## config.mk

```make
export PLATFORM = sky130hd
export DESIGN_NAME = muldiv_unit
export DESIGN_NICKNAME = d
export VERILOG_FILES = /design/src/rtl/muldiv_unit.sv
export SDC_FILE = /design/constraint.sdc
export NUM_CORES = 1
export LEC_CHECK = 0
export CORE_AREA = 4 4 182 184
export CTS_CLUSTER_DIAMETER = 120
export DETAILED_ROUTE_END_ITERATION = 8
export DIE_AREA = 0 0 186 188
export PLACE_DENSITY_LB_ADDON = 0.25
export REMOVE_ABC_BUFFERS = 1
export SYNTH_ARGS = -nofsm -noshare
export SYNTH_HDL_FRONTEND = slang
export SYNTH_SLANG_ARGS = --single-unit
```

## constraint.sdc

```tcl
create_clock -name clk -period 4.3 [get_ports clk]
set_clock_uncertainty 0.2 [all_clocks]
set_input_delay 0.86 -clock clk [delete_from_list [all_inputs] [get_ports clk]]
set_output_delay 0.86 -clock clk [all_outputs]
set_load 0.02 [all_outputs]
```

## src/rtl/muldiv_unit.sv

```systemverilog
// rtl/muldiv_unit.sv - iterative RV32M multiply/divide execution unit
//
// Sits behind the register file read ports. Takes two source operands,
// runs one radix-2 step per clock and returns the result together with its
// destination register index for write-back.
//
// Ports:
//   clk     in   clock, rising edge
//   rst_n   in   asynchronous active-low reset
//   start   in   issue strobe, sampled only while idle
//   kill    in   synchronous abort of the in-flight op (also blocks an issue)
//   op      in   funct3: 0 MUL 1 MULH 2 MULHSU 3 MULHU 4 DIV 5 DIVU 6 REM 7 REMU
//   src_a   in   rs1 value (multiplicand / dividend)
//   src_b   in   rs2 value (multiplier / divisor)
//   rd_in   in   destination register index for this op
//   busy    out  high whenever an op is in flight
//   done    out  one-cycle completion pulse; result/rd_out valid while high
//   result  out  registered result, held until the next completion
//   rd_out  out  registered destination index paired with result

module muldiv_unit #(
    parameter int DATA_WIDTH = 32,
    parameter int ADDR_WIDTH = 5
) (
    input  logic                  clk,
    input  logic                  rst_n,
    input  logic                  start,
    input  logic                  kill,
    input  logic [2:0]            op,
    input  logic [DATA_WIDTH-1:0] src_a,
    input  logic [DATA_WIDTH-1:0] src_b,
    input  logic [ADDR_WIDTH-1:0] rd_in,
    output logic                  busy,
    output logic                  done,
    output logic [DATA_WIDTH-1:0] result,
    output logic [ADDR_WIDTH-1:0] rd_out
);

    localparam int W  = DATA_WIDTH;
    localparam int CW = $clog2(DATA_WIDTH);

    localparam logic [2:0] OP_MUL    = 3'd0;
    localparam logic [2:0] OP_MULH   = 3'd1;
    localparam logic [2:0] OP_MULHSU = 3'd2;
    localparam logic [2:0] OP_MULHU  = 3'd3;
    localparam logic [2:0] OP_DIV    = 3'd4;
    localparam logic [2:0] OP_DIVU   = 3'd5;
    localparam logic [2:0] OP_REM    = 3'd6;
    localparam logic [2:0] OP_REMU   = 3'd7;

    typedef enum logic [1:0] {
        S_IDLE   = 2'd0,
        S_CALC   = 2'd1,
        S_FINISH = 2'd2
    } state_t;

    state_t state, state_nx;

    logic [2:0]            op_q;
    logic [ADDR_WIDTH-1:0] rd_q;
    logic [CW-1:0]         cnt;
    // Multiply: {partial product high, remaining multiplier bits}.
    // Divide:   {partial remainder, dividend bits / growing quotient}.
    logic [2*W-1:0]        acc;
    // Multiplicand magnitude (multiply) or divisor magnitude (divide).
    logic [W-1:0]          opnd;
    logic                  neg_main;   // negate product / quotient
    logic                  neg_rem;    // negate remainder (dividend sign)
    logic                  div_zero;   // divide by zero: quotient forced all-ones

    logic issue;
    logic last_step;

    assign issue     = (state == S_IDLE) && start && !kill;
    assign last_step = (cnt == CW'(W - 1));

    // ------------------------------------------------------------------
    // Issue-time operand conditioning
    // ------------------------------------------------------------------
    logic           a_signed, b_signed;
    logic           sa, sb;
    logic [W-1:0]   mag_a, mag_b;

    always_comb begin
        a_signed = (op == OP_MULH) || (op == OP_MULHSU) ||
                   (op == OP_DIV)  || (op == OP_REM);
        b_signed = (op == OP_MULH) || (op == OP_DIV) || (op == OP_REM);
        sa       = a_signed && src_a[W-1];
        sb       = b_signed && src_b[W-1];
        mag_a    = sa ? (~src_a + 1'b1) : src_a;
        mag_b    = sb ? (~src_b + 1'b1) : src_b;
    end

    // ------------------------------------------------------------------
    // One radix-2 step
    // ------------------------------------------------------------------
    logic [W:0]     mul_sum;
    logic [2*W-1:0] mul_next;
    logic [W:0]     div_trial;
    logic [2*W-1:0] div_next;

    always_comb begin
        // Shift-add: add multiplicand into the high half when the current
        // multiplier bit (acc LSB) is set, then shift the whole thing right.
        mul_sum  = {1'b0, acc[2*W-1:W]} + {1'b0, (acc[0] ? opnd : {W{1'b0}})};
        mul_next = {mul_sum, acc[W-1:1]};
        // Restoring divide: trial-subtract the divisor from the remainder
        // shifted left by one with the next dividend bit; keep it if it
        // does not go negative and shift in a quotient one.
        div_trial = acc[2*W-1:W-1] - {1'b0, opnd};
        if (div_trial[W]) begin
            div_next = {acc[2*W-2:0], 1'b0};
        end else begin
            div_next = {div_trial[W-1:0], acc[W-2:0], 1'b1};
        end
    end

    // ------------------------------------------------------------------
    // Sign correction and result selection (used on the FINISH edge)
    // ------------------------------------------------------------------
    logic [2*W-1:0] prod_fix;
    logic [W-1:0]   quo_fix;
    logic [W-1:0]   rem_fix;
    logic [W-1:0]   res_sel;

    always_comb begin
        prod_fix = neg_main ? (~acc + 1'b1) : acc;
        if (div_zero) begin
            quo_fix = {W{1'b1}};
        end else begin
            quo_fix = neg_main ? (~acc[W-1:0] + 1'b1) : acc[W-1:0];
        end
        // With a zero divisor the remainder magnitude ends up as |a|, so the
        // dividend-sign correction alone reproduces the original dividend.
        rem_fix = neg_rem ? (~acc[2*W-1:W] + 1'b1) : acc[2*W-1:W];
        case (op_q)
            OP_MUL:                       res_sel = prod_fix[W-1:0];
            OP_MULH, OP_MULHSU, OP_MULHU: res_sel = prod_fix[2*W-1:W];
            OP_DIV, OP_DIVU:              res_sel = quo_fix;
            OP_REM, OP_REMU:              res_sel = rem_fix;
            default:                      res_sel = {W{1'b0}};
        endcase
    end

    // ------------------------------------------------------------------
    // FSM: state register
    // ------------------------------------------------------------------
    always_ff @(posedge clk or negedge rst_n) begin
        if (!rst_n) begin
            state <= S_IDLE;
        end else begin
            state <= state_nx;
        end
    end

    // FSM: next state
    always_comb begin
        state_nx = state;
        case (state)
            S_IDLE: begin
                if (issue) begin
                    state_nx = S_CALC;
                end
            end
            S_CALC: begin
                if (kill) begin
                    state_nx = S_IDLE;
                end else if (last_step) begin
                    state_nx = S_FINISH;
                end
            end
            S_FINISH: begin
                state_nx = S_IDLE;
            end
            default: begin
                state_nx = S_IDLE;
            end
        endcase
    end

    // FSM: outputs
    always_comb begin
        busy = (state != S_IDLE);
    end

    // ------------------------------------------------------------------
    // Datapath registers
    // ------------------------------------------------------------------
    always_ff @(posedge clk or negedge rst_n) begin
        if (!rst_n) begin
            op_q     <= 3'd0;
            rd_q     <= {ADDR_WIDTH{1'b0}};
            cnt      <= {CW{1'b0}};
            acc      <= {2*W{1'b0}};
            opnd     <= {W{1'b0}};
            neg_main <= 1'b0;
            neg_rem  <= 1'b0;
            div_zero <= 1'b0;
            done     <= 1'b0;
            result   <= {W{1'b0}};
            rd_out   <= {ADDR_WIDTH{1'b0}};
        end else begin
            done <= 1'b0;
            case (state)
                S_IDLE: begin
                    if (issue) begin
                        op_q     <= op;
                        rd_q     <= rd_in;
                        cnt      <= {CW{1'b0}};
                        neg_main <= sa ^ sb;
                        neg_rem  <= sa;
                        div_zero <= op[2] && (src_b == {W{1'b0}});
                        if (op[2]) begin
                            acc  <= {{W{1'b0}}, mag_a};
                            opnd <= mag_b;
                        end else begin
                            acc  <= {{W{1'b0}}, mag_b};
                            opnd <= mag_a;
                        end
                    end
                end
                S_CALC: begin
                    if (!kill) begin
                        acc <= op_q[2] ? div_next : mul_next;
                        cnt <= cnt + CW'(1);
                    end
                end
                S_FINISH: begin
                    if (!kill) begin
                        result <= res_sel;
                        rd_out <= rd_q;
                        done   <= 1'b1;
                    end
                end
                default: begin
                end
            endcase
        end
    end

endmodule

```

==> results.toml, run 1 <==
[sta]
whs_ns = 0.256
final.setup.tns_ns = 0
timing.fmax_mhz = 240
hold_viol = 0
maxSlewHeadroom_pct = 5.16
min_period_over_period_pct = 97.0
worstMarginPinSlew_ns = 1.41
maxSlewViolCount = 0
post-route-min-period_ns = 4.17
rsz0062_at_grt = "false"
worst_slack_ns = 0.130
finalSetupViolations = 0

[placed_design]
gp_congestion = 1.04
numPortBuffers = 114
dp_slack_ns = 0.0628
place_area_um2 = 16800
place_hpwl_mm = 41.6

[floorplan]
dieArea_um2 = 35000
die_y_um = 188
start_util_pct = 47.7
rows = 65
pin_count = 115
core-area_um2 = 31400
die_w_um = 186

[layout]
antennaDiodeCount = 0
drive_above_1_share_pct = 7.37
final_area_um2 = 17300
syn_to_final_growth_pct = 15.7
final_cell_mix = "nand2_1 (226), nor2_1 (198), o21ai_0 (192)"
nNetsFinal = 2210
layout_commonest_cell = "nand2_1"

[critical_path]
rr_worst_depth = 13
crit_chain = "inv_1 -> ha_1 -> fa_1 -> nand2b_1 -> a21o_1 -> a21oi_1 -> o211ai_1 -> a21oi_1 -> or3_1 -> xnor2_1 -> buf_4 -> nand2_1 -> a31o_2"
worstSetupPathType = "reg2reg"
critPathLaunchType = "flop"
max_stage_delay_ns = 1.10
cp_data_arrival_time_ns = 4.29
critPathSlowestCell = "xnor2_1"
worstPathMaxFanout = 10
worst_ep_required_time_ns = 4.43
reg2reg_slack_ns = 0.13
reg2reg_to = "acc[33]"
cpMostUsedCell = "a21oi_1"
critPathCaptureType = "flop"
crit_start = "acc[31]"
reg2reg_from = "acc[31]"

[synthesis]
postSynthCellCount = 1988
synthArstFlopShare_pct = 100
yosysSeqAreaShare_pct = 25.4
synth_seq_cells = 152
synth_edf_count = 0
ys_types = 73
synth_area_per_cell_um2 = 7.53
synth_flop_cell = "dfrtp_1"
ys_warn_count = 0
netlist_area_um2 = 15000

[global_route]
grt_pass1_vias = 14827
grt_max_degree = 81
grt_first_pass_wirelength_mm = 83.5
antenna_found_initial = 0
grt_usage_pct = 30.1
overflow = 0

[clock_network]
clock_latency_ns = 0.44
cts_resized = 0
cts_tree = "done"
path_clk_slew_ns = 0.08
cts_setup_buffers = 0
cts.sinks = 152
cts-htree-levels = 4
clockRootBuffer = "clkbuf_16"
clk_path_buf_depth = 2
cts_hold_buf = 0
cts_made_buffers = 17

[routing]
first_iter_violations = 1853
avgRoutedWirePerCell_um = 21.8
drc = 0
postRouteAntennaNets = 0
drt_first_pass_iters = 7
wl_mm = 54.0
routed_via_density = 6.39
via_count = 15816

[flow_run]
max_cap_violations = 0

[power]
total_power_mw = 10.5
ir_worst_vdd_mv = 0.335
powerDensity_nw_per_um2 = 608
leakage_nw = 7.21

[run_status]
outcome = "completed"

[min_path]
holdCritPathClass = "in2async"
-- cell usage after synthesis (all sizes together), types with 5 or more instances --
library cell / instances / area [um2]
o31ai: 26 / 195
or2: 7 / 43.8
nand3: 27 / 135
mux2: 11 / 124
or3: 31 / 199
nor3: 37 / 190
dfrtp: 152 / 3800
nand2b: 19 / 119
xor2: 82 / 718
o221ai: 12 / 105
buf: 13 / 48.8
a221oi: 10 / 87.6
a32oi: 6 / 52.6
a211oi: 27 / 203
nor2b: 6 / 37.5
inv: 64 / 240
and2: 15 / 93.8
mux2i: 69 / 691
o22a: 11 / 96.3
and3: 5 / 31.3
o211ai: 30 / 225
nand4: 25 / 156
a22o: 9 / 78.8
clkbuf: 128 / 480
nand2: 226 / 848
nor4: 21 / 138
ha: 70 / 876
a31oi: 23 / 144
a21oi: 159 / 796
xnor2: 105 / 920
o22ai: 14 / 87.6
a21o: 28 / 210
o41ai: 13 / 114
or4: 19 / 150
nor2: 200 / 751
o21ai: 198 / 995
o21bai: 8 / 60.1
o21a: 7 / 52.6
a22oi: 21 / 158
-- per-stage QoR --
step	utilization (%)	std cells
4_1_cts	55.2	2477
3_5_place_dp	53.4	2445
6_report	55.2	2477
5_1_grt	55.2	2477
3_3_place_gp	53.4	2445
2_1_floorplan	-	1847
-- state kept, by name (all words and copies together), names as in the netlist, 2 cells and up --
| name | flops |
|---|---|
| rd_q | 5 |
| state | 2 |
| opnd | 32 |
| op_q | 3 |
| cnt | 5 |
| acc | 64 |
| result | 32 |
| rd_out | 5 |
-- where the power goes --
part           total, mW  switching, mW  internal, mW
registers           2.24          0.473          1.77
clock network       1.48          0.709         0.771
logic               6.81           4.18          2.63
-- worst max-delay path by stage --
stage | endpoint | slack, ns
after global routing | acc[33] | 0.05
after detailed placement | acc[29] | 0.06
after global placement | acc[27] | 0.14
final | acc[33] | 0.13
after floorplan | opnd[13] | -2.20
after CTS | acc[33] | 0.31
-- worst max-delay path, delay by kind of cell, from the launching register on --
| family | cells | cell delay, ns |
|---|---|---|
| xor+xnor | 1 | 1.10 |
| fa+ha+maj | 2 | 0.45 |
| flops | 1 | 0.38 |
| buf+inv | 2 | 0.47 |
| simple gates | 3 | 0.61 |
| compound gates | 5 | 0.84 |
-- layer usage --
metal,track usage [%],routed length (um),up-vias
met2,47.1,24500,735
met3,4.17,3950,121
met1,41.6,23100,7614
met5,0,0,-
li1,-,-,7346
met4,12.7,2490,0
-- final cells by class --
type / instances / area, um2
multi-input combinational: 1631 / 10400
sequential: 152 / 3800
inverter: 64 / 240
tap: 402 / 503
clock buffer: 19 / 443
fill: 2975 / 14100
clock inverter: 13 / 111
timing repair buffer: 196 / 1790
-- cell families after synthesis --
kind of cell,count (synthesis),share of synthesized area [%]
buffers and inverters,205,5.14
DFF,152,25.4
AOI/OAI and AO/OA,639,26.8
xor gates and xnor gates,187,10.9
muxes,80,5.44
and+or+nand+nor,653,20.2
adders and majority gates,72,6.12
Power figures use the tool's default switching activity.
==> run 2, diff against run 1 <==
==> constraint.sdc (replaced) <==
create_clock -name clk -period 5.4 [get_ports clk]
set_clock_uncertainty 0.2 [all_clocks]
set_input_delay 1.08 -clock clk [delete_from_list [all_inputs] [get_ports clk]]
set_output_delay 1.08 -clock clk [all_outputs]
set_load 0.02 [all_outputs]
==> run 2 against run 1 <==
Effect of this change: clock-buffer cell count stayed put; sequential share of layout area is 0.43 points higher; combinational power shrank 25%; global-route usage fell by 1.0 points; largest power group unchanged.
==> results.toml, run 2 (synthesized netlist as in run 1, its figures left out) <==
[critical_path]
max_stage_delay_ns = 0.68
cpLargestDelayFamily = "compound AO/OA/AOI/OAI gates"
cpMostUsedCell = "a21oi_1"
endpoint = "acc[35]"
cp_data_arrival_time_ns = 4.40
cp.depth = 13
worstPathMaxFanout = 20
critPathLaunchType = "flop"
crit_start = "acc[31]"
critPathCaptureType = "flop"
critPathSlowestCell = "xor2_4"
crit_chain = "inv_1 -> ha_1 -> fa_1 -> nand2b_1 -> a21o_1 -> a21oi_1 -> o211ai_1 -> a21oi_1 -> or3_1 -> xor2_4 -> buf_4 -> mux2i_1 -> o21ai_0"
reg2reg_from = "acc[31]"
rr_worst_depth = 13
reg2reg_slack_ns = 1.08
critical_path_buf_inv_count = 2
worstSetupPathType = "reg2reg"
worst_ep_required_time_ns = 5.48
reg2reg_to = "acc[35]"

[routing]
drt_first_pass_iters = 5
avgRoutedWirePerCell_um = 21.5
routed_via_density = 6.35
postRouteAntennaNets = 0
via_count = 15433
first_iter_violations = 1613
wl_mm = 52.1
drc = 0

[power]
powerDensity_nw_per_um2 = 485
pwr-share-clk_pct = 15.1
leakage_nw = 7.00
pwr-share-comb_pct = 61.9
internal-power_mw = 4.10
switching_power_mw = 4.14
ir_worst_vdd_mv = 0.255
swShare_pct = 50.2
share_seq_of_total_power_pct = 22.9

[sta]
finalSetupViolations = 0
timing.fmax_mhz = 232
min_period_over_period_pct = 79.9
post-route-min-period_ns = 4.32
rsz0062_at_grt = "false"
hold_viol = 0
maxSlewHeadroom_pct = 25.1
whs_ns = 0.269
final.setup.tns_ns = 0
worstMarginPinSlew_ns = 1.11
maxSlewViolCount = 0

[layout]
stdcell_count = 2431
fin_util_pct = 54.1
largest_reg_flops = 64
multi_input_area_um2 = 10400
reg_top3 = "acc x64, opnd x32, result x32"
drive_above_1_share_pct = 5.22
regMostFlops = "acc"
layout_commonest_cell = "nand2_1"
syn_to_final_growth_pct = 13.5
final_area_um2 = 17000
final_cell_mix = "nand2_1 (226), nor2_1 (198), o21ai_0 (192)"
nNetsFinal = 2165
num-fill-cells = 3009
ff_latch_area_um2 = 3800
antennaDiodeCount = 0

[clock_network]
cts_hold_buf = 0
cts_tree = "done"
cts_made_buffers = 17
cts.sinks = 152
cts-htree-levels = 4
path_clk_slew_ns = 0.07
clock_latency_ns = 0.45
clk_path_buf_depth = 2
cts_resized = 0
cts_setup_buffers = 0
clockRootBuffer = "clkbuf_16"

[placed_design]
place_hpwl_mm = 40.3
numPortBuffers = 114
dpl.cell_count = 2400
place_area_um2 = 16400
gp_congestion = 0.983

[global_route]
overflow = 0
grt_usage_pct = 29.1
grt_max_degree = 83
antenna_found_initial = 0
grt_first_pass_wirelength_mm = 81.0
grt_pass1_vias = 14547

[floorplan]
pin_count = 115
die_w_um = 186
rows = 65
dieArea_um2 = 35000
die_y_um = 188
core-area_um2 = 31400
start_util_pct = 47.7

[flow_run]
max_cap_violations = 0

[run_status]
outcome = "completed"

[min_path]
holdCritPathClass = "reg2reg"
run 2: cell count changes in the layout (fill, tap and decap cells not counted), sizes merged:
cell / previous run / this run
bufinv: 0 / 3
inv: 70 / 66
buf: 84 / 39
clkinvlp: 3 / 2
clkinv: 4 / 5
run 2: worst min-delay path by stage:
stage / cells after the start / end / start / slack, ns
after global placement: 2 / rd_out[1] / rd_q[1] / 0.24
after floorplan: 2 / rd_out[0] / rd_q[0] / 0.24
after detailed placement: 2 / rd_out[1] / rd_q[1] / 0.26
after CTS: 2 / rd_out[2] / rd_q[2] / 0.27
after global routing: 2 / rd_out[1] / rd_q[1] / 0.30
final: 2 / rd_out[1] / rd_q[1] / 0.27
run 2: through the flow:
| stage | power [mW] | setup WS [ns] |
|---|---|---|
| finish | 8.24 | 1.08 |
| global route | 8.82 | 0.903 |
| CTS | 8.14 | 1.17 |
| detailed placement | 6.88 | 0.870 |
| global placement | 6.80 | 0.909 |
| floorplan | 5.38 | -1.32 |
run 2: power groups by stage:
stage	sequential (mW)	clock, mW	combinational, mW
after detailed placement	1.90	0	4.99
after CTS	1.88	1.25	5.01
after floorplan	1.81	0	3.57
after global routing	1.93	1.30	5.58
final	1.89	1.25	5.10
after global placement	1.88	0	4.91
run 2: layout make-up:
| class | instances | share of cell area [%] |
|---|---|---|
| Clock inverter | 12 | 0.891 |
| Timing Repair Buffer | 151 | 8.40 |
| Clock buffer | 19 | 2.55 |
| Inverter | 64 | 1.41 |
| Tap cell | 402 | 2.96 |
| Multi-Input combinational cell | 1631 | 61.4 |
| Sequential cell | 152 | 22.4 |
run 2: routing by layer:
metal | track usage [%] | wire length [um] | vias to the layer above | part of all wire (%)
li1 | - | - | 7262 | -
met1 | 40.1 | 22700 | 7417 | 43
met2 | 45.3 | 23500 | 670 | 45
met3 | 4.60 | 3700 | 84 | 7.1
met4 | 12.0 | 2260 | 0 | 4.3
met5 | 0 | 0 | - | 0
run 2: tightest hold or removal path: stages (launching register included):
cell and delay (ns):
dfrtp_1 0.34, nand2_1 0.05, nand2_1 0.05
